`src/rtl/button_pulse_generator.sv`:
```
// Purpose : debounce two raw pushbuttons (UP/DOWN) and turn presses into one-cycle
//           count commands, with optional auto-repeat while a button is held.
// Latency : first pulse DEBOUNCE_CYCLES+3 edges after btn is first sampled high.
// Backpressure: none; pulses are fire-and-forget single-cycle strobes.
//
// Ports:
//   clk        - system clock
//   reset      - synchronous, active-high reset
//   btn_up     - raw UP button (asynchronous, bouncy, active-high)
//   btn_down   - raw DOWN button (asynchronous, bouncy, active-high)
//   up_pulse   - registered one-cycle UP command
//   down_pulse - registered one-cycle DOWN command
//   up_level   - debounced UP level
//   down_level - debounced DOWN level
module button_pulse_generator #(
  parameter int DEBOUNCE_CYCLES = 500000,
  parameter int REPEAT_DELAY    = 25000000,
  parameter int REPEAT_PERIOD   = 5000000,
  parameter int REPEAT_EN       = 1,
  parameter int CNT_W           = 25
) (
  input  logic clk,
  input  logic reset,
  input  logic btn_up,
  input  logic btn_down,
  output logic up_pulse,
  output logic down_pulse,
  output logic up_level,
  output logic down_level
);

  typedef enum logic [1:0] {
    IDLE   = 2'd0,
    DELAY  = 2'd1,
    REPEAT = 2'd2,
    LOCKED = 2'd3
  } state_t;

  localparam logic [CNT_W-1:0] DB_LAST     = CNT_W'(DEBOUNCE_CYCLES - 1);
  localparam logic [CNT_W-1:0] DELAY_LAST  = CNT_W'(REPEAT_DELAY - 1);
  localparam logic [CNT_W-1:0] PERIOD_LAST = CNT_W'(REPEAT_PERIOD - 1);
  localparam logic [CNT_W-1:0] CNT_ONE     = CNT_W'(1);

  // Channel 0 is UP, channel 1 is DOWN.
  logic [1:0] btn_raw;
  logic [1:0] level_vec;
  logic [1:0] pulse_vec;

  assign btn_raw = {btn_down, btn_up};

  for (genvar ch = 0; ch < 2; ch++) begin : g_ch
    logic             s1;
    logic             s2;
    logic             level;
    logic [CNT_W-1:0] db_cnt;
    logic             oth;
    state_t           state;
    state_t           state_n;
    logic [CNT_W-1:0] timer;
    logic [CNT_W-1:0] timer_n;
    logic             pulse;
    logic             pulse_n;

    // Two-flop synchronizer; nothing downstream looks at s1 or the raw pin.
    always_ff @(posedge clk) begin
      if (reset) begin
        s1 <= 1'b0;
        s2 <= 1'b0;
      end else begin
        s1 <= btn_raw[ch];
        s2 <= s1;
      end
    end

    // The level only follows s2 after DEBOUNCE_CYCLES consecutive mismatching
    // cycles; any agreement in between restarts the count.
    always_ff @(posedge clk) begin
      if (reset) begin
        level  <= 1'b0;
        db_cnt <= '0;
      end else if (s2 == level) begin
        db_cnt <= '0;
      end else if (db_cnt == DB_LAST) begin
        level  <= ~level;
        db_cnt <= '0;
      end else begin
        db_cnt <= db_cnt + CNT_ONE;
      end
    end

    assign level_vec[ch] = level;

    if (ch == 0) begin : g_oth_up
      assign oth = level_vec[1];
    end else begin : g_oth_down
      assign oth = level_vec[0];
    end

    // Both buttons down is ambiguous, so it wins over everything and parks the
    // channel in LOCKED until its own button is released.
    always_comb begin
      state_n = state;
      timer_n = timer;
      pulse_n = 1'b0;
      if (level && oth) begin
        state_n = LOCKED;
        timer_n = '0;
      end else begin
        case (state)
          IDLE: begin
            if (level) begin
              pulse_n = 1'b1;
              timer_n = '0;
              state_n = DELAY;
            end
          end
          DELAY: begin
            if (!level) begin
              timer_n = '0;
              state_n = IDLE;
            end else if (REPEAT_EN != 0) begin
              if (timer == DELAY_LAST) begin
                pulse_n = 1'b1;
                timer_n = '0;
                state_n = REPEAT;
              end else begin
                timer_n = timer + CNT_ONE;
              end
            end
          end
          REPEAT: begin
            if (!level) begin
              timer_n = '0;
              state_n = IDLE;
            end else if (timer == PERIOD_LAST) begin
              pulse_n = 1'b1;
              timer_n = '0;
            end else begin
              timer_n = timer + CNT_ONE;
            end
          end
          LOCKED: begin
            if (!level) begin
              timer_n = '0;
              state_n = IDLE;
            end
          end
        endcase
      end
    end

    always_ff @(posedge clk) begin
      if (reset) begin
        state <= IDLE;
        timer <= '0;
        pulse <= 1'b0;
      end else begin
        state <= state_n;
        timer <= timer_n;
        pulse <= pulse_n;
      end
    end

    assign pulse_vec[ch] = pulse;
  end

  assign up_pulse   = pulse_vec[0];
  assign down_pulse = pulse_vec[1];
  assign up_level   = level_vec[0];
  assign down_level = level_vec[1];

endmodule

```
`config.mk`:
```
export PLATFORM = sky130hd
export DESIGN_NAME = button_pulse_generator
export DESIGN_NICKNAME = d
export VERILOG_FILES = /design/src/rtl/button_pulse_generator.sv
export SDC_FILE = /design/constraint.sdc
export NUM_CORES = 1
export LEC_CHECK = 0
export ABC_AREA = 1
export CAP_MARGIN = 30
export CORE_MARGIN = 3
export CORE_UTILIZATION = 30
export DETAILED_ROUTE_END_ITERATION = 8
export SETUP_SLACK_MARGIN = 0.05
export SYNTH_ARGS = -nofsm -noshare
export SYNTH_HDL_FRONTEND = slang
export SYNTH_SLANG_ARGS = --single-unit
```
`constraint.sdc`:
```
create_clock -name clk -period 1.57 [get_ports clk]
set_input_delay 0.314 -clock clk [delete_from_list [all_inputs] [get_ports clk]]
set_output_delay 0.314 -clock clk [all_outputs]
set_load 0.01 [all_outputs]
```
==> summary.md, run 1 <==
| Metric | Value |
|---|---|
| Hold Slack | 0.403 ns |
| Initial DRT Pass Iterations | 4 |
| CP required | 1.82 ns |
| Power per cell area | 562 nW/µm² |
| Starting Density | 30.9% |
| DRC | 0 |
| Failing checks | setup timing |
| Post-DRT Antenna Nets | 0 |
| Area of the die | 24600 µm² |
| Pin count of the biggest net entering global routing | 49 |
| CP Class | flop to flop |
| Dpl cells | 1461 |
| Nets@finish | 1238 |
| Register area share after synthesis | 32.8% |
| Final setup violation count | 37 |
| Area grow syn2layout | 43.7% |
| Final hold viol count | 0 |
| N_diodes | 0 |
| IO buf count | 7 |
| Area after DPL | 8010 µm² |
| Max Fclk | 0.608 GHz |
| Via-to-Cell Ratio | 4.93 |
| LEAKAGE | 3.38 nW |
| Synth Area per Inst | 6.27 µm² |
| Final std cell area, no fill | 9820 µm² |
| Non-Filler Instances | 1507 |
| Max_cap viols | 0 |
| GP Congestion | 0.865 |
| Via count | 7425 |
| Post-CTS Hold Buffers | 0 |
| CTS clk-pin slew, worst paths | 0.08 ns |
| Top post-synthesis cells by area | dfxtp_1, nand2_1, nor2_1, a21oi_1, inv_1 |
| R2R cell count | 10 |
| WL/cell | 13.5 µm |
| Hold_sp | g_ch[0].s1$_SDFF_PP0_ |
| Clock root buffer | clkbuf_16 |
| Critical Path Source Type | flop |
| Number of DRC markers in iteration 0 | 510 |
| Worst Path Max Fanout | 6 |
| Worst Skew | 0.00801 ns |
| Ports | 8 |
| Slew Viols, Final | 0 |
| Clock Latency Late Sink | 0.36 ns |
| Top-count cell post-synth | nand2_1 |
| Clk sinks | 112 |
| Congestion Overflow GR | 0 |
| Status | finished, violations left |
| Num CTS Buffers | 9 |
| Crit share post-route | 105% |
| Core Area | 22100 µm² |
| Longest Clk Path Bufs | 2 |
| CTS tree | built |
| Crit path arrival time | 1.89 ns |
| Syn Nets | 1106 |
| Vias in the first global route | 7038 |
| First-pass GRT wire length | 32.9 mm |
| Hold Path Class | flop to flop |
| Post-synth EDFFs | 0 |
| Synth Cell Area | 6830 µm² |
| Worst reg2reg startpoint | g_ch[0].timer[1]$_SDFFE_PP0P_ |
| Slew HR | 72.2% |
| Pre-CTS setup slack | -0.158 ns |
| Cell taking the most area after synthesis | dfxtp_1 |
| Async S/R FF share, synth | 0% |
| RSZ-0062 raised after global routing | true |
| Worst vdd ir | 0.423 mV |
| Worst Setup Slack, final | -0.0752 ns |
| CP Launch Point | g_ch[0].timer[1]$_SDFFE_PP0P_ |
| Die width | 157 µm |
| Initial antenna violation count | 0 |
| Row Count | 54 |
| Post-layout min period | 1.65 ns |
| WHS Path Cells | 2 |
| DP HPWL | 12.9 mm |
| Pin slew with the least headroom to its limit | 0.415 ns |
| Commonest cells post-synth | nand2_1, nor2_1, dfxtp_1, inv_1, a21oi_1 |
| GRT Total Usage | 16.1% |
| Final WL | 20.3 mm |
| Cells after Synth | 1090 |
| Synth Register Bits | 112 |
| Crit path capture type | flop |
| Layout cells sized above 1 | 36.4% |
| Die Span Y | 157 µm |
| Post-synth top area share | 32.8% |
| Synth cell types | 37 |
| Top_reg_cell synth | dfxtp_1 |
| Ys Warns | 0 |
| H-Tree Depth | 3 |
[cell families (layout without fill, tap and decap cells)]
kind of cell / after synthesis / after routing / synth area share [%]
buffers and inverters: 136 / 267 / 8.31
AO/OA/AOI/OAI: 120 / 120 / 9.27
flip-flops: 112 / 112 / 32.8
adder cells (fa/ha/maj): 12 / 12 / 2.20
XOR/XNOR: 32 / 32 / 4.10
AND/OR/NAND/NOR: 678 / 684 / 43.3
[report_power, final]
part	internal, W	leakage (nW)	switching (W)
combinational	0.0000451	2.30	0.0000678
clock	0.00141	0.157	0.00115
sequential	0.00284	0.926	0.00000379
[metal layers]
metal  wire length (µm)  up-vias  GRT usage [%]
li1                   -     3742              -
met1               9150     3488           20.6
met2              10000      169           27.2
met3                837       26           3.30
met4                272        0           4.63
met5                  0        -              0
[per-stage QoR]
| step | util (%) | power [W] | setup TNS (ns) |
|---|---|---|---|
| floorplan | - | 0.00296 | 0 |
| global route | 44.4 | 0.00570 | -7.85 |
| CTS | 41.7 | 0.00560 | -1.53 |
| detailed placement | 36.2 | 0.00300 | -3.81 |
| global placement | 36.2 | 0.00300 | -2.59 |
| finish | 44.4 | 0.00552 | -1.38 |
[critical path, cell delays in order, from the launching register on]
cell     delay [ns]
dfxtp_2        0.36
ha_4           0.16
nand2_4        0.06
nor2_4         0.16
nand2_4        0.08
nor2_4         0.15
nand4_4        0.14
nand2_8        0.17
nand2_8        0.12
nand2_4        0.09
a21oi_2        0.04
[placed cells by master (no fill, tap or decap), types with 14 or more instances in the layout]
cell	instances
nand2_4	19
nor2_4	23
buf_6	14
xnor2_1	14
dfxtp_1	68
nand4_1	24
nand2_2	48
nand2_1	257
a21oi_2	49
buf_4	106
xor2_1	16
nor2_1	155
nor2_2	31
dfxtp_2	41
nand3_1	35
inv_1	101
a21oi_1	46
nor3_1	17
[path summary, 6_finish.rpt]
check	endpoint	slack (ns)
max	g_ch[0].timer[14]$_SDFFE_PP0P_	-0.08
min	g_ch[0].s2$_SDFF_PP0_	0.40
max reg2reg	g_ch[0].timer[14]$_SDFFE_PP0P_	-0.08
min reg2reg	g_ch[0].s2$_SDFF_PP0_	0.40
[registers in the layout, summed over array words and instances, names as in the netlist]
register     cells
g_ch.s2          2
up_pulse         1
g_ch.s1          2
g_ch.db_cnt     50
g_ch.state       4
down_level       1
g_ch.timer      50
down_pulse       1
up_level         1
[cell type report]
cell class	instances	area, µm²
multi-input cells	848	5200
inverters	115	434
clock inverters	6	91.3
flip-flops and latches	112	2300
well taps	280	350
repair buffers	136	1200
fillers	2184	12300
clock buffers	10	229
[timing repair]
item / CTS / global route
endpoints found under the setup margin: 109 / 108
resized for setup: 158 / 187
buffers inserted: 17 / 6
hold endpoints to repair: 0 / 0
pin swaps: 60 / 61
cloned: 10 / 1
Note: power is estimated with default switching activity, not from simulation.
==> run 2: changes to the inputs <==
--- a/config.mk
+++ b/config.mk
@@ -8,7 +8,7 @@
 export ABC_AREA = 1
 export CAP_MARGIN = 30
 export CORE_MARGIN = 3
-export CORE_UTILIZATION = 30
+export CORE_UTILIZATION = 40
 export DETAILED_ROUTE_END_ITERATION = 8
 export SETUP_SLACK_MARGIN = 0.05
 export SYNTH_ARGS = -nofsm -noshare
==> summary.md, run 2 (synthesis results as in run 1) <==
| Metric | Value |
|---|---|
| Clk sinks | 112 (unchanged) |
| Row Count | 47 (was 54) |
| R2R setup slack | -0.04 ns (was -0.08 ns) |
| Hold Path Class | flop to flop (unchanged) |
| Num CTS Buffers | 9 (unchanged) |
| Area after DPL | 7920 µm² (was 8010 µm²) |
| Nets@finish | 1243 (was 1238) |
| Initial antenna violation count | 0 (unchanged) |
| N_diodes | 0 (unchanged) |
| Area of the die | 18700 µm² (was 24600 µm²) |
| CP Class | flop to flop (unchanged) |
| Most frequent cells in the layout | nand2_1, nor2_1, buf_4 (unchanged) |
| Pin slew with the least headroom to its limit | 0.470 ns (was 0.415 ns) |
| Die width | 137 µm (was 157 µm) |
| WHS Path Cells | 2 (unchanged) |
| DRC | 0 (unchanged) |
| Die Span Y | 137 µm (was 157 µm) |
| Worst vdd ir | 0.518 mV (was 0.423 mV) |
| RSZ-0062 raised after global routing | true (unchanged) |
| Pin count of the biggest net entering global routing | 38 (was 49) |
| CTS tree | built (unchanged) |
| Max_cap viols | 0 (unchanged) |
| Worst Path Max Fanout | 7 (was 6) |
| CTS clk-pin slew, worst paths | 0.07 ns (was 0.08 ns) |
| Core Area | 16600 µm² (was 22100 µm²) |
| Crit path capture type | flop (unchanged) |
| Final WL | 20.2 mm (was 20.3 mm) |
| Via-to-Cell Ratio | 5.12 (was 4.93) |
| Worst Skew | 0.00695 ns (was 0.00801 ns) |
| Post-DRT Antenna Nets | 0 (unchanged) |
| Post-layout min period | 1.61 ns (was 1.65 ns) |
| CP required | 1.81 ns (was 1.82 ns) |
| Worst Setup Slack, final | -0.0364 ns (was -0.0752 ns) |
| Most common cell after layout, fill and taps aside | nand2_1 (unchanged) |
| Pre-CTS setup slack | -0.163 ns (was -0.158 ns) |
| Hold_sp | g_ch[0].s1$_SDFF_PP0_ (unchanged) |
| Layout cells sized above 1 | 37.6% (was 36.4%) |
| Worst reg2reg startpoint | g_ch[1].timer[0]$_SDFFE_PP0P_ (was g_ch[0].timer[1]$_SDFFE_PP0P_) |
| WL/cell | 13.9 µm (was 13.5 µm) |
| Ports | 8 (unchanged) |
| GP Congestion | 0.879 (was 0.865) |
| DP HPWL | 12.8 mm (was 12.9 mm) |
| Max Fclk | 0.623 GHz (was 0.608 GHz) |
| Worst R2R End | g_ch[1].timer[19]$_SDFFE_PP0P_ (was g_ch[0].timer[14]$_SDFFE_PP0P_) |
| Clock Latency Late Sink | 0.36 ns (about the same) |
| Largest registers | g_ch.db_cnt: 50 flops, g_ch.timer: 50 flops, g_ch.state: 4 flops (unchanged) |
| Longest Clk Path Bufs | 2 (unchanged) |
| H-Tree Depth | 3 (unchanged) |
| Number of DRC markers in iteration 0 | 610 (was 510) |
| Clock root buffer | clkbuf_16 (unchanged) |
| Slew Viols, Final | 0 (unchanged) |
| LEAKAGE | 3.66 nW (was 3.38 nW) |
| Starting Density | 41.1% (was 30.9%) |
| Critical Path Source Type | flop (unchanged) |
| Crit path arrival time | 1.85 ns (was 1.89 ns) |
| Slew HR | 68.5% (was 72.2%) |
| Congestion Overflow GR | 0 (unchanged) |
| Via count | 7421 (was 7425) |
| Final setup violation count | 32 (was 37) |
| Crit share post-route | 102% (was 105%) |
| First-pass GRT wire length | 32.2 mm (was 32.9 mm) |
| IO buf count | 7 (unchanged) |
| Area grow syn2layout | 44.8% (was 43.7%) |
| R2R cell count | 10 (unchanged) |
| Failing checks | setup timing (unchanged) |
| Vias in the first global route | 6947 (was 7038) |
| Initial DRT Pass Iterations | 6 (was 4) |
| Status | finished, violations left (unchanged) |
| Power per cell area | 535 nW/µm² (was 562 nW/µm²) |
| Setup_tns | -0.507 ns (was -1.38 ns) |
| Final hold viol count | 0 (unchanged) |
| Final std cell area, no fill | 9900 µm² (was 9820 µm²) |
| WHS Endpoint | g_ch[0].s2$_SDFF_PP0_ (unchanged) |
| GRT Total Usage | 20.9% (was 16.1%) |
## run 2: changes by cell type in the layout (fill, tap and decap cells not counted), sizes merged
cell | before | now
buf | 127 | 132
bufinv | 2 | 1
dlygate4sd2 | 4 | 3
dlymetal6s2s | 0 | 1
clkinv | 2 | 1
## run 2: worst max-delay path: stages (launching register included)
cell and delay [ns]:
dfxtp_2 0.36, ha_4 0.16, nand3_4 0.09, nor2_4 0.10, inv_2 0.06, nor2_4 0.14
nand3_4 0.13, nand2_8 0.17, nand2_8 0.13, nand2_2 0.10, a21oi_2 0.05
## run 2: area by class of cell
class                      count  area [µm²]
clock inverter                 4        52.6
timing repair buffer         141        1280
clock buffer                  10         229
multi-input combinational    848        5320
sequential                   112        2300
fill                        1494        6750
inverter                     115         437
tap                          220         275
## run 2: layer usage
layer  GRT usage, %  up-vias  share of wire, %
met4           6.49        0               2.1
li1               -     3753                 -
met3           3.35       38               3.5
met2           36.5      163                51
met5              0        -                 0
met1           26.4     3467                44
## run 2: worst max path at each step
| stage | start | end | slack (ns) | cells past startpoint |
|---|---|---|---|---|
| floorplan | g_ch[0].db_cnt[0]$_SDFF_PP0_ | g_ch[0].db_cnt[12]$_SDFF_PP0_ | 0.03 | 7 |
| global placement | g_ch[0].state[1]$_SDFFE_PP0P_ | g_ch[0].timer[5]$_SDFFE_PP0P_ | -0.12 | 10 |
| detailed placement | g_ch[0].state[1]$_SDFFE_PP0P_ | g_ch[0].timer[5]$_SDFFE_PP0P_ | -0.16 | 10 |
| CTS | g_ch[0].timer[1]$_SDFFE_PP0P_ | g_ch[0].timer[0]$_SDFFE_PP0P_ | -0.06 | 10 |
| global route | g_ch[1].timer[0]$_SDFFE_PP0P_ | g_ch[1].timer[19]$_SDFFE_PP0P_ | -0.12 | 10 |
| finish | g_ch[1].timer[0]$_SDFFE_PP0P_ | g_ch[1].timer[19]$_SDFFE_PP0P_ | -0.04 | 10 |
## run 2: what timing repair did
| action | 4_1_cts | 5_1_grt |
|---|---|---|
| hold buffers | 0 | 0 |
| gates cloned | 8 | 3 |
| setup endpoints to repair | 107 | 108 |
| buffers inserted | 9 | 16 |
| resized for setup | 135 | 239 |
| pin swaps | 47 | 65 |
| endpoints found under the hold margin | 0 | 0 |
## run 2: where the power goes
group / leakage (nW) / total (W) / internal (W) / switching [W]
clock: 0.139 / 0.00232 / 0.00123 / 0.00109
combinational: 2.59 / 0.000130 / 0.0000566 / 0.0000730
sequential: 0.927 / 0.00285 / 0.00284 / 0.00000343
## run 2: metrics by stage
stage          hold WS, ns  utilization (%)  cells  power (W)
2_1_floorplan        0.385                -   1090    0.00296
3_3_place_gp         0.394             47.6   1401    0.00300
3_5_place_dp         0.399             47.6   1401    0.00300
4_1_cts              0.409             53.4   1432    0.00535
5_1_grt              0.435             59.5   1450    0.00547
6_report             0.404             59.5   1450    0.00530
